==> src/rtl/switch_box_cfg.sv <==
// rtl/switch_box_cfg.sv - scan-configured four-sided routing switch box
// A shadow scan chain feeds the active routing config only on a legal commit.
module switch_box_cfg #(
    parameter int WIDTH   = 4,
    parameter bit REG_OUT = 1'b0
) (
    input  logic             clk,
    input  logic             rst,
    input  logic             cfg_en,
    input  logic             cfg_in,
    output logic             cfg_out,
    input  logic             cfg_commit,
    output logic             cfg_loaded,
    output logic             cfg_err,
    input  logic [WIDTH-1:0] n_in,
    input  logic [WIDTH-1:0] e_in,
    input  logic [WIDTH-1:0] s_in,
    input  logic [WIDTH-1:0] w_in,
    output logic [WIDTH-1:0] n_out,
    output logic [WIDTH-1:0] e_out,
    output logic [WIDTH-1:0] s_out,
    output logic [WIDTH-1:0] w_out,
    output logic [WIDTH-1:0] n_oe,
    output logic [WIDTH-1:0] e_oe,
    output logic [WIDTH-1:0] s_oe,
    output logic [WIDTH-1:0] w_oe
);
    localparam int CFG_BITS = 8 * WIDTH;
    localparam int CNT_W    = $clog2(CFG_BITS + 1);
    localparam logic [CNT_W-1:0] CNT_FULL = CNT_W'(CFG_BITS);

    logic [CFG_BITS-1:0] shadow_q, shadow_d;
    logic [CFG_BITS-1:0] active_q, active_d;
    logic [CNT_W-1:0]    count_q, count_d;
    logic                err_q, err_d;
    logic                shift_req, commit_req, clash;

    assign clash      = cfg_en & cfg_commit;
    assign shift_req  = cfg_en & ~cfg_commit;
    assign commit_req = cfg_commit & ~cfg_en;
    assign cfg_loaded = (count_q == CNT_FULL);

    always_comb begin
        shadow_d = shadow_q;
        active_d = active_q;
        count_d  = count_q;
        err_d    = err_q;
        if (clash) begin
            err_d = 1'b1;
        end else if (shift_req) begin
            // keeps shifting after saturation so the chain still feeds downstream tiles
            shadow_d = {cfg_in, shadow_q[CFG_BITS-1:1]};
            if (!cfg_loaded) begin
                count_d = count_q + CNT_W'(1);
            end
        end else if (commit_req) begin
            if (cfg_loaded) begin
                active_d = shadow_q;
                count_d  = '0;
                err_d    = 1'b0;
            end else begin
                err_d = 1'b1;
            end
        end
    end

    always_ff @(posedge clk or posedge rst) begin
        if (rst) begin
            shadow_q <= '0;
            active_q <= '0;
            count_q  <= '0;
            err_q    <= 1'b0;
        end else begin
            shadow_q <= shadow_d;
            active_q <= active_d;
            count_q  <= count_d;
            err_q    <= err_d;
        end
    end

    assign cfg_out = shadow_q[0];
    assign cfg_err = err_q;

    // side index 0=N 1=E 2=S 3=W; source side is (self + sel) mod 4
    logic [3:0][WIDTH-1:0] side_in;
    logic [3:0][WIDTH-1:0] route_out, route_oe;
    logic [3:0][WIDTH-1:0] drv_out, drv_oe;

    assign side_in = {w_in, s_in, e_in, n_in};

    always_comb begin
        route_out = '0;
        route_oe  = '0;
        for (int s = 0; s < 4; s++) begin
            for (int t = 0; t < WIDTH; t++) begin
                if (active_q[8*t+2*s +: 2] != 2'd0) begin
                    route_oe[s][t]  = 1'b1;
                    route_out[s][t] = side_in[2'(s) + active_q[8*t+2*s +: 2]][t];
                end
            end
        end
    end

    generate
        if (REG_OUT) begin : g_reg
            logic [3:0][WIDTH-1:0] out_q, oe_q;
            always_ff @(posedge clk or posedge rst) begin
                if (rst) begin
                    out_q <= '0;
                    oe_q  <= '0;
                end else begin
                    out_q <= route_out;
                    oe_q  <= route_oe;
                end
            end
            assign drv_out = out_q;
            assign drv_oe  = oe_q;
        end else begin : g_comb
            assign drv_out = route_out;
            assign drv_oe  = route_oe;
        end
    endgenerate

    assign n_out = drv_out[0];
    assign e_out = drv_out[1];
    assign s_out = drv_out[2];
    assign w_out = drv_out[3];
    assign n_oe  = drv_oe[0];
    assign e_oe  = drv_oe[1];
    assign s_oe  = drv_oe[2];
    assign w_oe  = drv_oe[3];
endmodule

==> config.mk <==
export PLATFORM = sky130hd
export DESIGN_NAME = switch_box_cfg
export DESIGN_NICKNAME = d
export VERILOG_FILES = /design/src/rtl/switch_box_cfg.sv
export SDC_FILE = /design/constraint.sdc
export NUM_CORES = 1
export LEC_CHECK = 0
export CAP_MARGIN = 20
export CORE_AREA = 2 2 102 79
export CTS_CLUSTER_DIAMETER = 150
export DETAILED_ROUTE_END_ITERATION = 16
export DIE_AREA = 0 0 104 81
export PLACE_DENSITY = 0.74
export SLEW_MARGIN = 10
export SYNTH_ARGS = -nofsm -noshare
export SYNTH_HDL_FRONTEND = slang
export SYNTH_SLANG_ARGS = --single-unit
==> constraint.sdc <==
create_clock -name clk -period 2.06 [get_ports clk]
set_input_delay 0.309 -clock clk [delete_from_list [all_inputs] [get_ports clk]]
set_output_delay 0.309 -clock clk [all_outputs]
set_load 0.02 [all_outputs]
======== Yosys cells after proc, flatten, opt, wreduce, memory -nomap -nowiden ========
Index checks and enable logic that the tools add are counted.
cells by class
  equality and inequality tests ........... 3
  bitwise gates (word level) .............. 7
  reduce and logical (&&, ||, !) cells .... 23
  $add $sub $neg .......................... 13
  muxes and demuxes ....................... 72
  order comparisons ....................... 16
operator list
  cell                   number
  $bmux W4 S2            16
  $lt A2 B3 Y1 const B   16
  $mux W1                40
  $reduce_bool A2 Y1     19
  $mux W6                4
  $add A2 B2 Y2 const A  8
  $mux W4                4
  $mux W3                4
  $add A1 B2 Y2 const A  4
  $mux W2                4
  $reduce_and A4 Y1      2
  $add A6 B1 Y6 const B  1
  $eq A6 B6 Y1 const B   1
  $not A1 Y1             4
  $reduce_and A2 Y1      2
  $and A1 B1 Y1          3
  $ne A2 B1 Y1 const B   1
  $ne A2 B2 Y1 const B   1
word-level totals
  register bits ........................... 71
  bits of input ports ..................... 21

======== Longest topological paths before layout ========
  depth in word-level cells ............... 5
  gate-level depth with buffers ........... 7
  gate-level depth less buffers ........... 5

======== Least setup slack after synthesis ========
No wires, ideal clock.
  kind .................................... register to register
  start ................................... register count_q[0]
  end ..................................... register active_q[20]
  clock period less this slack ............ 2.143 ns
  setup slack ............................. -0.083 ns
  arrival time ............................ 2.018 ns
  stages on the path, launching flop included .. 8
  cells stage by stage .................... dfrtp_1 > inv_1 > ha_1 > or3b_1 > buf_2 > nor4_4 > buf_6 > mux2_4
between the ends
  cells in the longest elaborated chain, start to end .. 2
ends and longest elaborated chain
  item                         line  source
  start: declaration           34    logic [CNT_W-1:0] count_q, count_d;
  start signal: assignment     76    count_q <= count_d;
  $eq A6 B6 Y1                 41    assign cfg_loaded = (count_q == CNT_FULL);
  $reduce_and A4 Y1 (no line)  n/a
  end signal: assignment       75    active_q <= active_d;
  end: declaration             33    logic [CFG_BITS-1:0] active_q, active_d;
No other way between the ends.
A chain may end at the register's enable or synchronous reset.

======== Final worst setup path ========
  start ................................... register active_q[6]
  end ..................................... output w_out[0]
between the ends
  cells in the longest elaborated chain, start to end .. 4
  elaborated cells on any way between the ends .. 5
  those cells by class .................... add/sub (1); mux (3); reduce/logical (1)
ends and longest elaborated chain
  item                           line  source
  $add A2 B2 Y2                  98    route_out[s][t] = side_in[2'(s) + active_q[8*t+2*s +: 2]][t];
  $bmux W4 S2                    98
  $mux W1 (not written as such)  98
  $mux W1 (*)                    96    if (active_q[8*t+2*s +: 2] != 2'd0) begin
  end: declaration               22    output logic [WIDTH-1:0] w_out,
Mark *: on every way between the ends. The rest lies on a longest branch, timed or not. The select of a mux whose other input is x is not followed.

==> key figures <==
Logic synthesis
  • Synthesized area per cell: ~13 um2
  • Syn Std Cell Area: about 0.0035 mm2
  • Seq/Total Area, Yosys: 51.0%
  • Synth Net Count: 300
  • Ys async rst share: between 90% and 100%
  • Seq cells post-synth: 71
  • Post-Syn Instances: ~270
  • Cell variety after synth: 30
  • EDFF count, synth: 0
  • Yosys warning count: 0
  • Synth Flop Type: dfrtp_1

Global routing
  • Initial antenna violation count: 0
  • Global-route wire length before repair: 10900 um
  • Global route total overflow: 0
  • Total GRT Usage: between 15 and 20%
  • Largest net degree at the start of global routing: 37
  • Vias in the first global route: roughly 2300

Critical path
  • Crit-path leading delay family: flip-flops
  • Crit-path max FO: 3
  • Critical path buffers and inverters: 2
  • Critical path arrival: ~1.7 ns
  • Startpoint Class: flop
  • Worst setup EP type: output pin
  • Crit-path cells: inv_1, ha_1, mux4_2, and2_4, buf_4
  • Crit path required time: 1.75 ns
  • Slowest stage delay, CP: 0.39 ns
  • Flop-to-flop setup slack: ~0.15 ns
  • Critical path type: reg -> out
  • Slowest CP cell: dfrtp_1

Layout
  • Commonest non-fill, non-tap cell in the layout: dfrtp_1
  • Synthesis-to-layout area growth: 31.1%
  • Fin nets: 380
  • Most frequent cells in the layout: dfrtp_1, mux2_2, clkdlybuf4s50_1, inv_1, buf_4
  • Finished Cell Area: around 0.0046 mm2
  • Ant diodes: 0
  • Util after Layout: 60.3%
  • Layout cells sized above 1: between 40% and 50%

STA
  • Tcrit/Tclk final: 96.3%
  • FMAX: between 0.5 and 0.6 GHz
  • RSZ-0062 raised after global routing: true
  • Clk_skew: about 0.013 ns
  • Least-Margin Pin Slew: ~0.48 ns
  • Setup Viol. Count Final: 0
  • Slew headroom: about two thirds
  • Clock period minus worst slack: ~2 ns
  • Final Hold Fails: 0
  • Slew Viols, Final: 0
  • Setup ws final: ~0.077 ns

Clock network
  • Clock latency at the later pin of the worst-skew pair: approximately 0.34 ns
  • Clk pin slew, worst setup/hold paths: approximately 0.08 ns
  • Clk Tree Root Cell: clkbuf_8
  • Max H-tree Level: 3
  • CTS Buffer Depth: 2
  • Cts-stage hold buffer count: 0
  • TritonCTS clock tree: built
  • # clock sinks: 71
  • CTS Buf Count: 9

Status
  • Status: finished clean

Route
  • Pre-antenna DRT Iters: 4
  • WL/cell: around 14 um
  • DR iter-0 viols: between 90 and 100
  • Routed Antenna Nets: 0
  • Via density: about 5
  • # DRC: 0
  • Final wirelength: between 6000 and 7000 um
  • DR vias: 2288

Placed design
  • GP Congestion: 0.788
  • HPWL after detailed placement: approximately 4500 um
  • Place WS: -0.196 ns
  • Number of port buffers: 55
  • Placed cell areas: 0.00429 mm2

Flow run
  • MaxCap Viol Count: 0

Floorplanning
  • Die Footprint: 0.00842 mm2
  • IO Pins: between 50 and 60
  • CORE AREA: between 0.007 and 0.008 mm2
  • Die X: roughly 100 um
  • Starting Density: a little under half
  • Overall die height: ~80 um
  • Placement Rows: 28

Power and ir drop
  • Pwr/cell area: approximately 800 mW/mm2
  • Maximum vdd drop: 485 uV
  • Lkg Pwr: 0.00220 uW

Min path
  • Worst hold path type: in -> async
[final cells by class]
cell class                 instances  area [um2]
fill                             646        3010
inverter                          29         113
clock inverter                     7        96.3
tap                              105         131
sequential                        71        1780
multi-input combinational        161        1590
clock buffer                       9         124
timing repair buffer              77         736
[path summary, 6_finish.rpt]
path                        startpoint           end  cells past startpoint
max                        active_q[6]      w_out[0]                      5
min                                rst  active_q[28]                      2
max reg2reg                 count_q[0]  active_q[12]                      6
min reg2reg                active_q[7]   active_q[7]                      1
max in group asynchronous          rst  shadow_q[16]                      3
min in group clk           active_q[7]   active_q[7]                      1
[sequential cells by signal, indices dropped and copies added, names as in the netlist]
name      flops
cfg_err       1
shadow_q     32
active_q     32
count_q       6
[cell usage after synthesis (2+ instances only)]
master | count | share of area (%)
o21ai_0 | 10 | 1.4
buf_2 | 2 | 0.29
inv_1 | 29 | 3.1
nor3_1 | 2 | 0.29
mux4_2 | 8 | 5.2
and2_1 | 8 | 1.4
mux2_2 | 64 | 21
xnor2_1 | 2 | 0.50
nand2_1 | 16 | 1.7
a21oi_1 | 4 | 0.58
ha_1 | 10 | 3.6
clkbuf_1 | 2 | 0.22
or2_2 | 8 | 1.4
nor2_1 | 3 | 0.32
buf_1 | 3 | 0.32
nor2b_1 | 2 | 0.36
nand4_1 | 4 | 0.72
dfrtp_1 | 71 | 51
mux2_4 | 8 | 3.5
nor4_1 | 3 | 0.54
[routing by layer]
layer,share of wire (%),global-route usage (%)
met1,48,21.1
met3,4.2,5.54
met2,47,26.7
met5,0,0
met4,1.3,6.08
[timing repair]
action / 4_1_cts / 5_1_grt
setup buffers: 8 / 1
resized for setup: 42 / 13
setup endpoints to repair: 17 / 9
pin swaps: 0 / 3
[cell families (layout without fill, tap and decap cells)]
| logic type | after synthesis | in the layout | synth area share [%] |
|---|---|---|---|
| compound gates | 17 | 17 | 2.77 |
| xor+xnor | 2 | 2 | 0.503 |
| fa+ha+maj | 10 | 10 | 3.59 |
| buf+inv | 37 | 122 | 4.28 |
| flops | 71 | 71 | 51.0 |
| mux | 80 | 80 | 29.3 |
| simple gates | 52 | 52 | 8.48 |
[per-stage QoR]
stage | total power [uW] | setup TNS (ns) | hold WS, ns | std cells
after floorplan | 2130 | -0.663 | 0.434 | 269
after global placement | 2350 | -1.44 | 0.491 | 434
after detailed placement | 2390 | -1.60 | 0.494 | 434
after CTS | 3620 | 0 | 0.347 | 458
after global routing | 3760 | -0.0137 | 0.369 | 459
final | 3580 | 0 | 0.344 | 459
[worst reg2reg max path, stage by stage (launching register included)]
cell,delay (ns)
dfrtp_1,0.38
inv_1,0.06
ha_1,0.14
or3b_4,0.40
nor4_4,0.23
buf_12,0.22
mux2_2,0.36
[power by group]
group / leakage (uW) / internal (uW) / switching (uW)
registers: 0.000951 / 1600 / 166
clock network: 0.000102 / 683 / 527
logic: 0.00115 / 348 / 257
total: 0.00220 / 2630 / 950
No activity file was read; power rests on OpenSTA's default activity.
